File: config.mk
export PLATFORM = sky130hd
export DESIGN_NAME = buffer_shift_seq
export DESIGN_NICKNAME = d
export VERILOG_FILES = /design/src/rtl/buffer_seq_pkg.sv /design/src/rtl/step_delay_line.sv /design/src/rtl/buffer_shift_seq.sv
export SDC_FILE = /design/constraint.sdc
export NUM_CORES = 1
export LEC_CHECK = 0
export ABC_CLOCK_PERIOD_IN_PS = 7300
export CELL_PAD_IN_SITES_DETAIL_PLACEMENT = 0
export CELL_PAD_IN_SITES_GLOBAL_PLACEMENT = 1
export CORE_ASPECT_RATIO = 0.7
export CORE_MARGIN = 5
export CORE_UTILIZATION = 43
export DETAILED_ROUTE_END_ITERATION = 16
export PLACE_DENSITY_LB_ADDON = 0.1
export RECOVER_POWER = 100
export SLEW_MARGIN = 15
export SYNTH_ARGS = -nofsm -noshare
export SYNTH_HDL_FRONTEND = slang
export SYNTH_SLANG_ARGS = --single-unit
File: constraint.sdc
create_clock -name clk -period 7.3 [get_ports clk]
set_input_delay 1.825 -clock clk [delete_from_list [all_inputs] [get_ports clk]]
set_output_delay 1.825 -clock clk [all_outputs]
set_load 0.005 [all_outputs]
File: src/rtl/buffer_seq_pkg.sv
// rtl/buffer_seq_pkg.sv - step codes and issue-FSM states shared by the sequencer and the 40-bit shift buffer
package buffer_seq_pkg;

    localparam logic [3:0] INIT_P    = 4'd0;
    localparam logic [3:0] UINIT1_P  = 4'd2;
    localparam logic [3:0] UINIT2_P  = 4'd3;
    localparam logic [3:0] INIT_U    = 4'd4;
    localparam logic [3:0] UINIT1_U  = 4'd6;
    localparam logic [3:0] UINIT2_U  = 4'd7;
    localparam logic [3:0] END3      = 4'd8;
    localparam logic [3:0] END4      = 4'd9;
    localparam logic [3:0] IDLE_CODE = 4'hF;

    typedef enum logic [2:0] {
        ST_IDLE,
        ST_INIT,
        ST_UINIT1,
        ST_UINIT2,
        ST_END3,
        ST_END4,
        ST_FLUSH
    } seq_state_e;

endpackage

File: src/rtl/step_delay_line.sv
// rtl/step_delay_line.sv - DEPTH-stage delay of {step code, row_last}, aligning codes with line-memory read data
module step_delay_line
    import buffer_seq_pkg::*;
#(
    parameter int unsigned DEPTH = 1,
    parameter int unsigned W     = 4
) (
    input  logic         clk,
    input  logic         rst_n,
    input  logic [W-1:0] code_i,
    input  logic         last_i,
    output logic [W-1:0] code_o,
    output logic         last_o
);

    logic [W-1:0] code_q [DEPTH];
    logic         last_q [DEPTH];

    always_ff @(posedge clk or negedge rst_n) begin
        if (!rst_n) begin
            for (int i = 0; i < int'(DEPTH); i++) begin
                code_q[i] <= W'(IDLE_CODE);
                last_q[i] <= 1'b0;
            end
        end else begin
            code_q[0] <= code_i;
            last_q[0] <= last_i;
            for (int i = 1; i < int'(DEPTH); i++) begin
                code_q[i] <= code_q[i-1];
                last_q[i] <= last_q[i-1];
            end
        end
    end

    assign code_o = code_q[DEPTH-1];
    assign last_o = last_q[DEPTH-1];

endmodule

File: src/rtl/buffer_shift_seq.sv
// rtl/buffer_shift_seq.sv - step-code sequencer for the per-MAC 40-bit shift buffer
// Optional config rejection under BUFFER_SEQ_CFG_CHECK_EN.
module buffer_shift_seq
    import buffer_seq_pkg::*;
#(
    parameter int unsigned X_MAC      = 4,
    parameter int unsigned MUXCONTROL = 4,
    parameter int unsigned WORD_CNT_W = 10,
    parameter int unsigned ROW_CNT_W  = 10,
    parameter int unsigned RD_LAT     = 1
) (
    input  logic                    clk,
    input  logic                    rst_n,
    input  logic                    start,
    output logic                    ready,
    input  logic                    pad,
    input  logic [WORD_CNT_W-1:0]   cfg_words,
    input  logic [ROW_CNT_W-1:0]    cfg_rows,
    input  logic [$clog2(X_MAC):0]  cfg_active_mac,
    input  logic [X_MAC*2-1:0]      cfg_mux,
    input  logic                    pause,
    output logic                    rd_en,
    output logic [MUXCONTROL-1:0]   control,
    output logic [X_MAC*2-1:0]      buffermux,
    output logic [X_MAC-1:0]        iszero,
    output logic                    row_last,
    output logic                    done,
    output logic                    err
);

    localparam int unsigned A_W = $clog2(X_MAC) + 1;

    seq_state_e              state_q, state_d;
    logic [WORD_CNT_W-1:0]   k_q, k_d;
    logic [ROW_CNT_W-1:0]    rows_q, rows_d;
    logic [2:0]              cnt_q, cnt_d;
    logic                    done_q, done_d;
    logic                    pad_q;
    logic [WORD_CNT_W-1:0]   words_q;
    logic [X_MAC*2-1:0]      mux_q;
    logic [X_MAC-1:0]        mask_q, mask_d;

    logic                    accept;
    logic [WORD_CNT_W-1:0]   words_eff;
    logic [ROW_CNT_W-1:0]    rows_eff;
    logic [A_W-1:0]          act_eff;
    logic [MUXCONTROL-1:0]   code_d;
    logic                    last_d;
    logic                    row_end;

    assign ready = (state_q == ST_IDLE);

`ifdef BUFFER_SEQ_CFG_CHECK_EN
    logic cfg_bad;
    logic err_q;

    assign cfg_bad   = (cfg_words == '0) || (cfg_rows == '0) || (cfg_active_mac > A_W'(X_MAC));
    assign accept    = ready && start && !cfg_bad;
    assign words_eff = cfg_words;
    assign rows_eff  = cfg_rows;
    assign act_eff   = cfg_active_mac;

    always_ff @(posedge clk or negedge rst_n) begin
        if (!rst_n) begin
            err_q <= 1'b0;
        end else if (ready && start && cfg_bad) begin
            err_q <= 1'b1;
        end
    end
    assign err = err_q;
`else
    assign accept    = ready && start;
    assign words_eff = (cfg_words == '0) ? WORD_CNT_W'(1) : cfg_words;
    assign rows_eff  = (cfg_rows == '0) ? ROW_CNT_W'(1) : cfg_rows;
    assign act_eff   = (cfg_active_mac > A_W'(X_MAC)) ? A_W'(X_MAC) : cfg_active_mac;
    assign err       = 1'b0;
`endif

    always_comb begin
        mask_d = '0;
        for (int j = 0; j < int'(X_MAC); j++) begin
            mask_d[j] = (j >= int'(act_eff));
        end
    end

    always_ff @(posedge clk or negedge rst_n) begin
        if (!rst_n) begin
            state_q <= ST_IDLE;
            k_q     <= '0;
            rows_q  <= '0;
            cnt_q   <= '0;
            done_q  <= 1'b0;
            pad_q   <= 1'b0;
            words_q <= '0;
            mux_q   <= '0;
            mask_q  <= '0;
        end else begin
            state_q <= state_d;
            k_q     <= k_d;
            rows_q  <= rows_d;
            cnt_q   <= cnt_d;
            done_q  <= done_d;
            if (accept) begin
                pad_q   <= pad;
                words_q <= words_eff;
                mux_q   <= cfg_mux;
                mask_q  <= mask_d;
            end
        end
    end

    always_comb begin
        state_d = state_q;
        k_d     = k_q;
        rows_d  = rows_q;
        cnt_d   = cnt_q;
        done_d  = 1'b0;
        code_d  = MUXCONTROL'(IDLE_CODE);
        last_d  = 1'b0;
        rd_en   = 1'b0;
        row_end = 1'b0;

        case (state_q)
            ST_IDLE: begin
                if (accept) begin
                    state_d = ST_INIT;
                    rows_d  = rows_eff;
                end
            end
            ST_INIT: begin
                if (!pause) begin
                    code_d = MUXCONTROL'(pad_q ? INIT_P : INIT_U);
                    rd_en  = 1'b1;
                    k_d    = WORD_CNT_W'(1);
                    if (words_q == WORD_CNT_W'(1)) begin
                        if (pad_q) state_d = ST_END3;
                        else       row_end = 1'b1;
                    end else begin
                        state_d = ST_UINIT1;
                    end
                end
            end
            ST_UINIT1: begin
                if (!pause) begin
                    code_d  = MUXCONTROL'(pad_q ? UINIT1_P : UINIT1_U);
                    rd_en   = 1'b1;
                    state_d = ST_UINIT2;
                end
            end
            ST_UINIT2: begin
                // word k is held on din this cycle, so no read is issued
                if (!pause) begin
                    code_d = MUXCONTROL'(pad_q ? UINIT2_P : UINIT2_U);
                    k_d    = k_q + WORD_CNT_W'(1);
                    if (({1'b0, k_q} + (WORD_CNT_W+1)'(1)) < {1'b0, words_q}) begin
                        state_d = ST_UINIT1;
                    end else if (pad_q) begin
                        state_d = ST_END3;
                    end else begin
                        row_end = 1'b1;
                    end
                end
            end
            ST_END3: begin
                if (!pause) begin
                    code_d  = MUXCONTROL'(END3);
                    state_d = ST_END4;
                end
            end
            ST_END4: begin
                if (!pause) begin
                    code_d  = MUXCONTROL'(END4);
                    row_end = 1'b1;
                end
            end
            ST_FLUSH: begin
                // let the last codes drain out of the delay line before signalling completion
                if (cnt_q == 3'(RD_LAT - 1)) begin
                    done_d  = 1'b1;
                    cnt_d   = '0;
                    state_d = ST_IDLE;
                end else begin
                    cnt_d = cnt_q + 3'd1;
                end
            end
            default: state_d = ST_IDLE;
        endcase

        if (row_end) begin
            last_d = 1'b1;
            if (rows_q > ROW_CNT_W'(1)) begin
                rows_d  = rows_q - ROW_CNT_W'(1);
                state_d = ST_INIT;
            end else begin
                rows_d  = '0;
                cnt_d   = '0;
                state_d = ST_FLUSH;
            end
        end
    end

    step_delay_line #(
        .DEPTH (RD_LAT),
        .W     (MUXCONTROL)
    ) u_step_delay_line (
        .clk    (clk),
        .rst_n  (rst_n),
        .code_i (code_d),
        .last_i (last_d),
        .code_o (control),
        .last_o (row_last)
    );

    assign buffermux = mux_q;
    assign iszero    = mask_q;
    assign done      = done_q;

endmodule

# Word-level counts from Yosys, hierarchy flattened
# Index checks and enable logic that the tools add are counted.
# totals
out_inout_bits,21
regBits,55
inputBits,36
# op_classes
eq_ne,16
order_cmp,7
n_mux,46
addsub,4
reduce_logical,12
# ops
op,n
10-bit two-way mux,8
3-bit two-way mux,21
3-bit case mux with 7 select lines,1
10-bit logical NOT,2
10-bit case mux with 2 select lines,1
4-bit case mux with 5 select lines,1
3-bit != test (second input constant),5
4-bit two-way mux,3
10-bit by 1-bit adder with 11-bit output (second input constant),1
11-bit by 10-bit < comparator with 1-bit output,1
10-bit by 1-bit adder with 10-bit output (second input constant),1
10-bit by 1-bit equality test with 1-bit output (second input constant),1
10-bit by 1-bit > comparator with 1-bit output (second input constant),1
1-bit two-way mux,10
10-bit by 1-bit subtractor with 10-bit output (second input constant),1
3-bit equality test (second input constant),3
7-bit AND reduction,1
3-bit by 2-bit equality test with 1-bit output (second input constant),2
1-bit by 3-bit >= comparator with 1-bit output (first input constant),2
2-bit by 3-bit >= comparator with 1-bit output (first input constant),2
3-bit logical NOT,2
2-bit != test (second input constant),3
2-bit nonzero test,3
3-bit by 1-bit adder with 3-bit output (second input constant),1
other kinds (8),8

# Depth between registers and ports, before layout
# logic_depth
depth_word,7
mapped_depth,15
mapped_depth_nobuf,14

# By module
# Synthesis repeated with hierarchy kept, for this count alone.
# unflattened
hier_cells,336
area_unflattened_um2,3066.7
# modules_own_cells
module,area_each_um2,n_inst,cells_per_inst,seq_area_each_um2
buffer_shift_seq,2936.6,1,331,1251.2
step_delay_line,130.1,1,5,130.1

# Worst setup path after synthesis
# No wires, ideal clock.
# synth_path
kind,input -> output
from,input port pause
to,output port rd_en
path_buffers,0
path_stages,3
slack_ps,3282
arrival_ps,2193
cell_sequence,nor2_2 > o21ai_0 > a21oi_1
# synth_between
elab_chain_cells,2
# synth_rtl
element,line,source
"start, declared",buffer_shift_seq.sv:21,"input logic pause,"
1-bit two-way mux,"buffer_shift_seq.sv:131, buffer_shift_seq.sv:144",
1-bit two-way mux,n/a,
"end, declared",buffer_shift_seq.sv:22,"output logic rd_en,"
# No other way between the ends.

# Final worst setup path
# Ends and elaborated chain as after synthesis.

==> out/qor.yml <==
final_area_sq_um: 3742
min_path_cells: 2
synth-edff-count: 0
ys_seq_elements: 55
critPathLaunchType: "input pin"
path_class: "in2out"
r2r_slack_ns: 3.52
io_buffer_count: 55
power_frac_comb_pct: 37.8
async_flop_share_pct: 100.0
violations: "max-capacitance violations, max-slew violations"
p_leak_nw: 1.712
diodes: 0
antenna_found_initial: 0
post_cts_buffers: 0
chipWidth_um: 111.5
grt_max_degree: 56
final_common_cell: "nand2_1"
cell_internal_pwr_w: 0.0007022
post_synth.cell_area_avg_sq_um: 8.902
syn_area_sq_um: 3098
coreArea_sq_um: 6882
fin_nets: 444
stdcell_count: 489
clock_latency_ns: 0.33
peakVddDrop_mv: 0.1619
gr-total-overflow: 0
finalSetupViolCount: 0
fp-row-count: 25
hold_viol_final: 0
max_freq_ghz: 0.1886
io_pins: 57
worst_pin_slew_ns: 2.947
grt_pass1_wl_um: 12570
synthFlopType: "dfrtp_1"
status: "complete, but fails checks"
hold_end: "iszero[3]"
drv_cap: 2
synthCells: 348
finalCritPeriodShare_pct: 72.65
syn_nets: 398
fin_crit_ns: 5.303
ctsHoldBuffers: 0
ys_seq_area_share_pct: 44.59
cp.required_ns: 5.48
path_max_fanout: 6
dp_hpwl_um: 5242
die_h_um: 81.02
initial_core_util_pct: 45.02
clk_pin_slew_ns: 0.11
cts_tree: "yes"
htreeDepth: 2
p_switching_w: 0.0004314
ant_nets: 0
final_cell_mix: "nand2_1 (67), dfrtp_1 (51), clkdlybuf4s50_1 (32)"
drive_gt1_share_pct: 5.823
slew_headroom_pct: -96.43
multiInputGateArea_sq_um: 1520
yosysTopAreaCellShare_pct: 41.20
finalMaxSlewViolations: 100
r2r_end: "rows_q[6]"
setup_tns_ns: 0
seq_area_sq_um: 1381
fillers: 643
placed_area_sq_um: 3690
p_sw_share_pct: 38.06
cts.sinks: 55
worstPathArrival_ns: 3.48
die_area_sq_um: 9029
yosys.area.top_type: "dfrtp_1"
yosys-top-cells-area: "dfrtp_1 (41%), nand2_1 (8.1%), ha_1 (5.7%)"
yosysUniqueCellTypes: 55
finalClockSkew_ns: 0.01175
grt_setup_unrepaired: "no"
p_clk_share_pct: 15.8
grt_pass1_vias: 2556
p_per_area_nw_per_um2: 302.9
drc: 0
cts_root_buffer: "clkbuf_8"
dp_cells: 481
rr_startpoint: "k_q[0]"
min_from: "iszero[3]"
routed_wl_um: 7172
hold_class: "reg2reg"
p_seq_share_pct: 46.4
viasPerCell: 5.196
drt_iter0_markers: 115
dr.pass1.iters: 5
grt_usage_pct: 17.30
wire_per_inst_um: 14.67
end_kind: "primary output"
num_vias: 2541
yosysWarnings: 0
final_util_pct: 54.38
synthToLayoutAreaGrowth_pct: 20.80
clockBufferDepth: 2
rr_worst_depth: 14
place.gp.congestion: 0.8133
post_cts_resized: 0
cts_buffers: 5
-- power by group through the flow --
| stage | clock (W) | combinational (W) | sequential (W) |
|---|---|---|---|
| after floorplan | 0 | 0.000302 | 0.000499 |
| after global placement | 0 | 0.000438 | 0.000529 |
| after detailed placement | 0 | 0.000451 | 0.000534 |
| after CTS | 0.000186 | 0.000454 | 0.000529 |
| after global routing | 0.000197 | 0.000495 | 0.000545 |
| final | 0.000179 | 0.000429 | 0.000526 |
-- registers in the layout (all words and copies together) (netlist names) --
name                      cells
u_step_delay_line.last_o      1
state_q                       3
words_q                      10
cnt_q                         3
pad_q                         1
done                          1
iszero                        4
u_step_delay_line.code_o      4
buffermux                     8
rows_q                       10
k_q                          10
-- metrics by stage --
stage	worst slack, ns	hold WS [ns]	total power (W)
after global placement	2.190	0.4567	0.0009674
after detailed placement	2.175	0.4647	0.0009845
after CTS	2.165	0.4939	0.001169
after floorplan	3.282	0.4505	0.0008007
final	1.997	0.4803	0.001134
after global routing	1.908	0.5079	0.001237
-- cell type report --
type	count	share of cell area (%)
multi-input combinational	255	40.62
sequential	55	36.91
timing repair buffer	57	14.78
tap	94	3.143
inverter	20	2.039
clock buffer	5	1.839
clock inverter	3	0.6687
-- kinds of logic (layout without fill, tap and decap cells) --
family                     Yosys count  after routing  share of synthesized area, %
buffers and inverters               38             85                         5.250
and+or+nand+nor                    139            139                         21.24
muxes                                2              2                        0.6462
AOI/OAI and AO/OA                   90             90                         19.95
adders and majority gates           14             14                         5.654
DFF                                 55             55                         44.59
other                                1              1                        0.1210
xor gates and xnor gates             9              9                         2.544
-- Yosys cell counts, drive strengths merged, types with 2 or more instances --
cell type	n
ha	14
a21o	7
nand2	67
o311ai	2
buf	8
a221o	3
and2	3
xnor2	4
mux2i	2
or2	3
nand2b	2
a22o	7
o31ai	2
dfrtp	51
o21ai	27
nor4	4
dfstp	4
o21bai	3
xor2	5
nor2	20
a31oi	2
clkbuf	10
o211ai	2
o22ai	5
nor3b	2
nor2b	3
o32a	2
nand3	16
inv	19
nor3	8
or3	5
a21oi	20
and3	5
-- metal layers --
metal | vias up | global-route usage, % | wire length, um
met5 | - | 0 | 0
met4 | 0 | 5.468 | 76
met3 | 7 | 5.659 | 512
met2 | 58 | 25.15 | 2980
met1 | 1169 | 24.48 | 3603
li1 | 1307 | - | -
-- worst max-delay path by stage --
stage | to | start | depth (start not counted) | slack [ns]
3_5_place_dp | rd_en | pause | 5 | 2.17
5_1_grt | rd_en | pause | 5 | 1.91
3_3_place_gp | rd_en | pause | 5 | 2.19
4_1_cts | rd_en | pause | 5 | 2.16
6_report | rd_en | pause | 5 | 2.00
2_1_floorplan | rd_en | pause | 3 | 3.28
-- worst max-delay path, stage by stage --
cell and delay [ns]:
dlygate4sd3_1 0.61, nor2_1 0.18, o21ai_0 0.14, a21oi_1 0.14, dlygate4sd3_1 0.58
No activity file was read; power rests on OpenSTA's default activity.
